<file path="src/rtl/edp_muldiv_pkg.sv">
// Shared types and CRAM-format encodings for the EDP multiply/divide step sequencer.
package edp_muldiv_pkg;

  typedef enum logic [2:0] {
    ST_IDLE,
    ST_SETUP,
    ST_MSTEP,
    ST_DCHK,
    ST_DSTEP,
    ST_FIXUP,
    ST_DONE
  } state_t;

  localparam logic [5:0] AD_A   = 6'b000000;
  localparam logic [5:0] AD_APB = 6'b001001;
  localparam logic [5:0] AD_AMB = 6'b100110;

  localparam logic [2:0] ADA_AR   = 3'b000;
  localparam logic [1:0] ADB_FM   = 2'b00;
  localparam logic [1:0] ADB_BRX2 = 2'b01;
  localparam logic [1:0] ADB_BR   = 2'b10;

  // AR half-word mux selects: straight AD, clear, AD*2 (with ADX), AD/4 (into ADX)
  localparam logic [2:0] AR_SEL_AD   = 3'b000;
  localparam logic [2:0] AR_SEL_CLR  = 3'b100;
  localparam logic [2:0] AR_SEL_SHL1 = 3'b101;
  localparam logic [2:0] AR_SEL_SHR2 = 3'b111;

  localparam logic [1:0] MQM_ADX = 2'b00;

  localparam logic [1:0] MQ_LOAD = 2'b00;
  localparam logic [1:0] MQ_SHR  = 2'b01;
  localparam logic [1:0] MQ_SHL  = 2'b10;
  localparam logic [1:0] MQ_HOLD = 2'b11;

endpackage

</file>
<file path="src/rtl/edp_muldiv_seq_booth_dec.sv">
// Radix-4 Booth window {MQ34, MQ35, carry} to AD function and ADB select; combinational.
module booth_dec
  import edp_muldiv_pkg::*;
(
  input  logic [2:0] win,
  output logic [5:0] ad_op,
  output logic [1:0] adb_sel
);

  always_comb begin
    ad_op   = AD_A;
    adb_sel = ADB_FM;
    case (win)
      3'b001, 3'b010: begin ad_op = AD_APB; adb_sel = ADB_BR;   end
      3'b011:         begin ad_op = AD_APB; adb_sel = ADB_BRX2; end
      3'b100:         begin ad_op = AD_AMB; adb_sel = ADB_BRX2; end
      3'b101, 3'b110: begin ad_op = AD_AMB; adb_sel = ADB_BR;   end
      default: ;
    endcase
  end

endmodule

</file>
<file path="src/rtl/edp_muldiv_seq.sv">
// EDP multiply/divide step sequencer; overrides CTL controls while busy, one step per clock.
// Divide path (DCHK/DSTEP, remainder fixup, ovf) is compiled only with EDP_MULDIV_DIV_EN.
module edp_muldiv_seq
  import edp_muldiv_pkg::*;
#(
  parameter int MUL_STEPS = 18,
  parameter int DIV_STEPS = 36
) (
  input  logic       clk,
  input  logic       reset_n,
  input  logic       start,
  input  logic       op_div,
  input  logic       abort,
  input  logic [0:1] mq_lo,
  input  logic       ad_sign,
  input  logic       ad_cry,
  output logic [5:0] ad_op,
  output logic [2:0] ada_sel,
  output logic [1:0] adb_sel,
  output logic [2:0] arl_sel,
  output logic [2:0] arr_sel,
  output logic       ar_load,
  output logic       arx_load,
  output logic [1:0] mqm_sel,
  output logic [1:0] mq_sel,
  output logic       busy,
  output logic       done,
  output logic       ovf,
  output logic       err
);

  localparam logic [5:0] MUL_LAST = 6'(MUL_STEPS - 1);

  state_t     state_q, state_d;
  logic [5:0] cnt_q, cnt_d;
  logic       bc_q, bc_d;
  logic       err_q, err_d;
  logic [5:0] booth_ad_op;
  logic [1:0] booth_adb_sel;

`ifdef EDP_MULDIV_DIV_EN
  localparam logic [5:0] DIV_LAST = 6'(DIV_STEPS - 1);
  logic op_q, op_d;
  logic ps_q, ps_d;
  logic ovf_q, ovf_d;
`else
  logic unused_div_in;
  assign unused_div_in = ad_sign ^ ad_cry;
`endif

  booth_dec u_booth_dec (
    .win     ({mq_lo[0], mq_lo[1], bc_q}),
    .ad_op   (booth_ad_op),
    .adb_sel (booth_adb_sel)
  );

  always_comb begin
    state_d  = state_q;
    cnt_d    = cnt_q;
    bc_d     = bc_q;
    err_d    = 1'b0;
    ad_op    = AD_A;
    ada_sel  = ADA_AR;
    adb_sel  = ADB_FM;
    arl_sel  = AR_SEL_AD;
    arr_sel  = AR_SEL_AD;
    ar_load  = 1'b0;
    arx_load = 1'b0;
    mqm_sel  = MQM_ADX;
    mq_sel   = MQ_HOLD;
    done     = 1'b0;
    busy     = (state_q != ST_IDLE);
`ifdef EDP_MULDIV_DIV_EN
    op_d  = op_q;
    ps_d  = ps_q;
    ovf_d = ovf_q;
`endif

    case (state_q)
      ST_IDLE: begin
        if (start && !abort) begin
`ifdef EDP_MULDIV_DIV_EN
          op_d    = op_div;
          state_d = ST_SETUP;
`else
          if (op_div) err_d = 1'b1;
          else        state_d = ST_SETUP;
`endif
        end
      end

      ST_SETUP: begin
        arl_sel = AR_SEL_CLR;
        arr_sel = AR_SEL_CLR;
        ar_load = 1'b1;
        bc_d    = 1'b0;
`ifdef EDP_MULDIV_DIV_EN
        ps_d    = 1'b0;
        ovf_d   = 1'b0;
        cnt_d   = op_q ? DIV_LAST : MUL_LAST;
        state_d = op_q ? ST_DCHK : ST_MSTEP;
`else
        cnt_d   = MUL_LAST;
        state_d = ST_MSTEP;
`endif
      end

      ST_MSTEP: begin
        ad_op   = booth_ad_op;
        adb_sel = booth_adb_sel;
        arl_sel = AR_SEL_SHR2;
        arr_sel = AR_SEL_SHR2;
        ar_load = 1'b1;
        mqm_sel = MQM_ADX;
        mq_sel  = MQ_LOAD;
        bc_d    = mq_lo[0];
        if (cnt_q == 6'd0) state_d = ST_FIXUP;
        else               cnt_d   = cnt_q - 6'd1;
      end

`ifdef EDP_MULDIV_DIV_EN
      // Trial subtract of BR from the high half: no borrow means the quotient won't fit.
      ST_DCHK: begin
        ad_op   = AD_AMB;
        adb_sel = ADB_BR;
        if (ad_cry) begin
          ovf_d   = 1'b1;
          state_d = ST_DONE;
        end else begin
          state_d = ST_DSTEP;
        end
      end

      ST_DSTEP: begin
        ad_op    = ps_q ? AD_APB : AD_AMB;
        adb_sel  = ADB_BR;
        arl_sel  = AR_SEL_SHL1;
        arr_sel  = AR_SEL_SHL1;
        ar_load  = 1'b1;
        arx_load = 1'b1;
        // MQM upper bit selects the quotient shift-in, lower bit carries its value
        mqm_sel  = {1'b1, ~ad_sign};
        mq_sel   = MQ_SHL;
        ps_d     = ad_sign;
        if (cnt_q == 6'd0) state_d = ST_FIXUP;
        else               cnt_d   = cnt_q - 6'd1;
      end
`endif

      ST_FIXUP: begin
`ifdef EDP_MULDIV_DIV_EN
        if (op_q && ps_q) begin
          ad_op   = AD_APB;
          adb_sel = ADB_BR;
          ar_load = 1'b1;
        end
`endif
        state_d = ST_DONE;
      end

      ST_DONE: begin
        done    = 1'b1;
        state_d = ST_IDLE;
      end

      default: state_d = ST_IDLE;
    endcase

    if (abort && (state_q != ST_IDLE)) begin
      state_d = ST_IDLE;
`ifdef EDP_MULDIV_DIV_EN
      ovf_d   = 1'b0;
`endif
    end
  end

  always_ff @(posedge clk) begin
    if (!reset_n) begin
      state_q <= ST_IDLE;
      cnt_q   <= 6'd0;
      bc_q    <= 1'b0;
      err_q   <= 1'b0;
`ifdef EDP_MULDIV_DIV_EN
      op_q    <= 1'b0;
      ps_q    <= 1'b0;
      ovf_q   <= 1'b0;
`endif
    end else begin
      state_q <= state_d;
      cnt_q   <= cnt_d;
      bc_q    <= bc_d;
      err_q   <= err_d;
`ifdef EDP_MULDIV_DIV_EN
      op_q    <= op_d;
      ps_q    <= ps_d;
      ovf_q   <= ovf_d;
`endif
    end
  end

  assign err = err_q;
`ifdef EDP_MULDIV_DIV_EN
  assign ovf = ovf_q;
`else
  assign ovf = 1'b0;
`endif

endmodule

</file>
<file path="config.mk">
export PLATFORM = sky130hd
export DESIGN_NAME = edp_muldiv_seq
export DESIGN_NICKNAME = d
export VERILOG_FILES = /design/src/rtl/edp_muldiv_pkg.sv /design/src/rtl/edp_muldiv_seq_booth_dec.sv /design/src/rtl/edp_muldiv_seq.sv
export SDC_FILE = /design/constraint.sdc
export NUM_CORES = 1
export LEC_CHECK = 0
export CAP_MARGIN = 20
export CORE_UTILIZATION = 44
export DETAILED_ROUTE_END_ITERATION = 10
export PLACE_DENSITY = 0.8
export SYNTH_ARGS = -nofsm -noshare
export SYNTH_HDL_FRONTEND = slang
export SYNTH_SLANG_ARGS = --single-unit
export TNS_END_PERCENT = 20
</file>
<file path="constraint.sdc">
create_clock -name clk -period 3.4 [get_ports clk]
set_clock_uncertainty 0.2 [all_clocks]
set_input_delay 0.85 -clock clk [delete_from_list [all_inputs] [get_ports clk]]
set_output_delay 0.85 -clock clk [all_outputs]
set_load 0.01 [all_outputs]
</file>
==> results.md <==
- # placed instances: 140
- Flops & latches, synth: 11
- Min-Delay Endpoint: cnt_q[1]
- Area growth syn-to-layout: 24.6%
- EDFF count, synth: 0
- Post-Synth Adder-Cell Area: 3.02%
- Setup bufs post-CTS: 0
- Final worst-path cycle share: 96.5%
- Main synth FF type: dfxtp_1
- H-tree level count: 1
- Vias per cell: about 5
- Worst R2R Path Depth: 5
- Post-CTS Resized: 1
- Vias in the first global route: around 540
- Crit start category: input port
- Core Util, Final: between 50 and 60%
- Drt drc: 0
- Mapped Cells: 101
- Clk pin slew, worst setup/hold paths: 70 ps
- Gr usage total: 16.8%
- Die area: between 2000 and 2500 um^2
- Synth Area in Simple Gates: 26.0%
- # IOs: 36
- Clk_lat worst skew: approximately 280 ps
- Storage element area: between 200 and 250 um^2
- Setup ws final: 119 ps
- Crit Path Max Fanout: 3
- Hold depth: 2
- Ant diodes: 0
- Clk buf depth: 2
- Routed len/inst: 11.6 um
- Synth cell types: 36
- Peak supply drop: 0.201 mV
- Max Cap Viol: 0
- Final Hold Fails: 0
- Setup TNS: 0 ps
- HPWL Detailed: 1240 um
- Post-synthesis average cell area: 8.20 um^2
- Yosys warnings: 0
- Post-synth ARST share: 0%
- Most common library cells after synthesis: 18 x buf_4, 11 x dfxtp_1, 10 x nor2_1
- Non-Filler Instances: 144
- Final setup fails: 0
- Final ANT Viol Nets: 0
- HP Start: cnt_q[1]
- Fill count: 172
- Port Buf Inserts: 25
- Top cell type's share of synthesized area: 26.6%
- Launching point of the worst reg2reg path: state_q[1]
- Total CTS buffers: 3
- 1st-iter DRT viols: 9
- Reg2reg end: cnt_q[5]
- Die width: 45.4 um
- Largest family of logic cells by synthesized area: simple AND/OR/NAND/NOR gates
- Worst Path Required: 2350 ps
- Overflow after GRT: 0
- Final Routed Wirelength: 1680 um
- Largest net degree at the start of global routing: 11
- Area leader, netlist: dfxtp_1
- Mux cell area share after synthesis: 2.42%
- Die height: approximately 45 um
- Mapped Area: 828 um^2
- R2R setup slack: around 1500 ps
- Nets: 131
- First-pass GRT wire length: around 2400 um
- Seq/Total Area, Yosys: between 20% and 30%
- Crit Path Category: input port to output port
- Multi-input logic area: 462 um^2
- Worst min-delay path category: flip-flop to flip-flop
- Critical Path Source: mq_lo[0]
- Leakage Power: between 0.0004 and 0.0005 uW
- Initial antenna violation count: 0
- P per Cell Area: 323 nW/um^2
- Max Clock Freq: 305 MHz
- Final critical-path required period: 3280 ps
- Status: completed
- FP Rows: 15
- Via count: 705
- Core Region: 1750 um^2
- Crit path capture type: output port
- Pre-antenna DRT Iters: 4
- Post-Synth XOR/XNOR Area: 4.23%
- Initial core utilization: 47.5%
- RSZ-0062 raised after global routing: false
- CTS root buf: clkbuf_4
- Top-count cell post-synth: buf_4
- CTS tree: built
- RePlAce Congestion: about 0.85
- CTS sink cnt: 11
- Hold-fix buffers, CTS: 0
- Share of cells above drive strength 1: between 10% and 20%
- Max-slew violation count: 0
- Worst path arrival time: around 2200 ps
- Post-synthesis compound-gate area fraction: 15.4%
- Synth top area cells: dfxtp_1 27%, buf_4 16%, nor2_1 4.5%, a21oi_1 4.2%, xnor2_1 3.2%
- Dpl ws: -94.8 ps
==> per-layer routing <==
metal | GRT usage, % | routed length, um | vias to the layer above
li1 | - | - | 353
met1 | 20.2 | 701 | 308
met2 | 26.9 | 815 | 39
met3 | 3.97 | 126 | 5
met4 | 10.3 | 32 | 0
met5 | 0 | 0 | -
==> critical path, cell delays in order <==
cell and delay [ps]:
clkdlybuf4s50_1 470, buf_4 120, nand2_1 80, a21oi_2 160, clkdlybuf4s50_1 550
==> sequential cells by signal, indices dropped and copies added (netlist names) <==
name and cells:
cnt_q 6, err 1, bc_q 1, state_q 3
==> stage by stage <==
stage | hold WS, ps | cell area (um^2) | total power, uW
finish | 313 | 1030 | 334
global route | 336 | 1030 | 349
CTS | 316 | 1020 | 335
detailed placement | 305 | 996 | 241
global placement | 292 | 996 | 238
floorplan | 270 | 855 | 216
==> layout make-up <==
type,count,area share (%)
Inverter,5,1.82
Tap cell,25,3.03
Timing Repair Buffer,28,26.5
Sequential cell,11,21.3
Multi-Input combinational cell,71,44.7
Clock buffer,4,2.55
==> cell families after synthesis <==
| logic type | Yosys count |
|---|---|
| and+or+nand+nor | 36 |
| other | 1 |
| AOI/OAI and AO/OA | 19 |
| buffers and inverters | 26 |
| xor gates and xnor gates | 4 |
| DFF | 11 |
| muxes | 2 |
| adders and majority gates | 2 |
==> placed cells by master (no fill, tap or decap), types with 2 or more instances in the layout <==
master	instances
ha_1	2
xnor2_1	3
nand3_1	2
nor2b_1	3
a21oi_1	6
o211ai_1	2
dfxtp_1	11
buf_4	3
clkbuf_4	3
nor3_2	2
nand3b_1	2
or3_1	2
nand2b_1	2
nor2_1	10
clkdlybuf4s50_1	23
conb_1	8
inv_1	4
nand2_1	5
o21ai_0	4
mux2i_1	2
==> where the power goes <==
part	switching, uW	internal [uW]	total, uW
registers	8.69	134	143
logic	47.2	49.8	97.0
clock network	48.1	45.6	93.7
total	104	230	334
==> how the worst max path moves through the flow <==
stage	cells past startpoint	slack, ps	end
floorplan	7	750	ad_op[2]
global placement	4	-90	adb_sel[0]
detailed placement	4	-90	adb_sel[0]
CTS	5	30	ad_op[2]
global route	5	40	ad_op[3]
finish	5	120	ad_op[1]
Power figures use the tool's default switching activity.
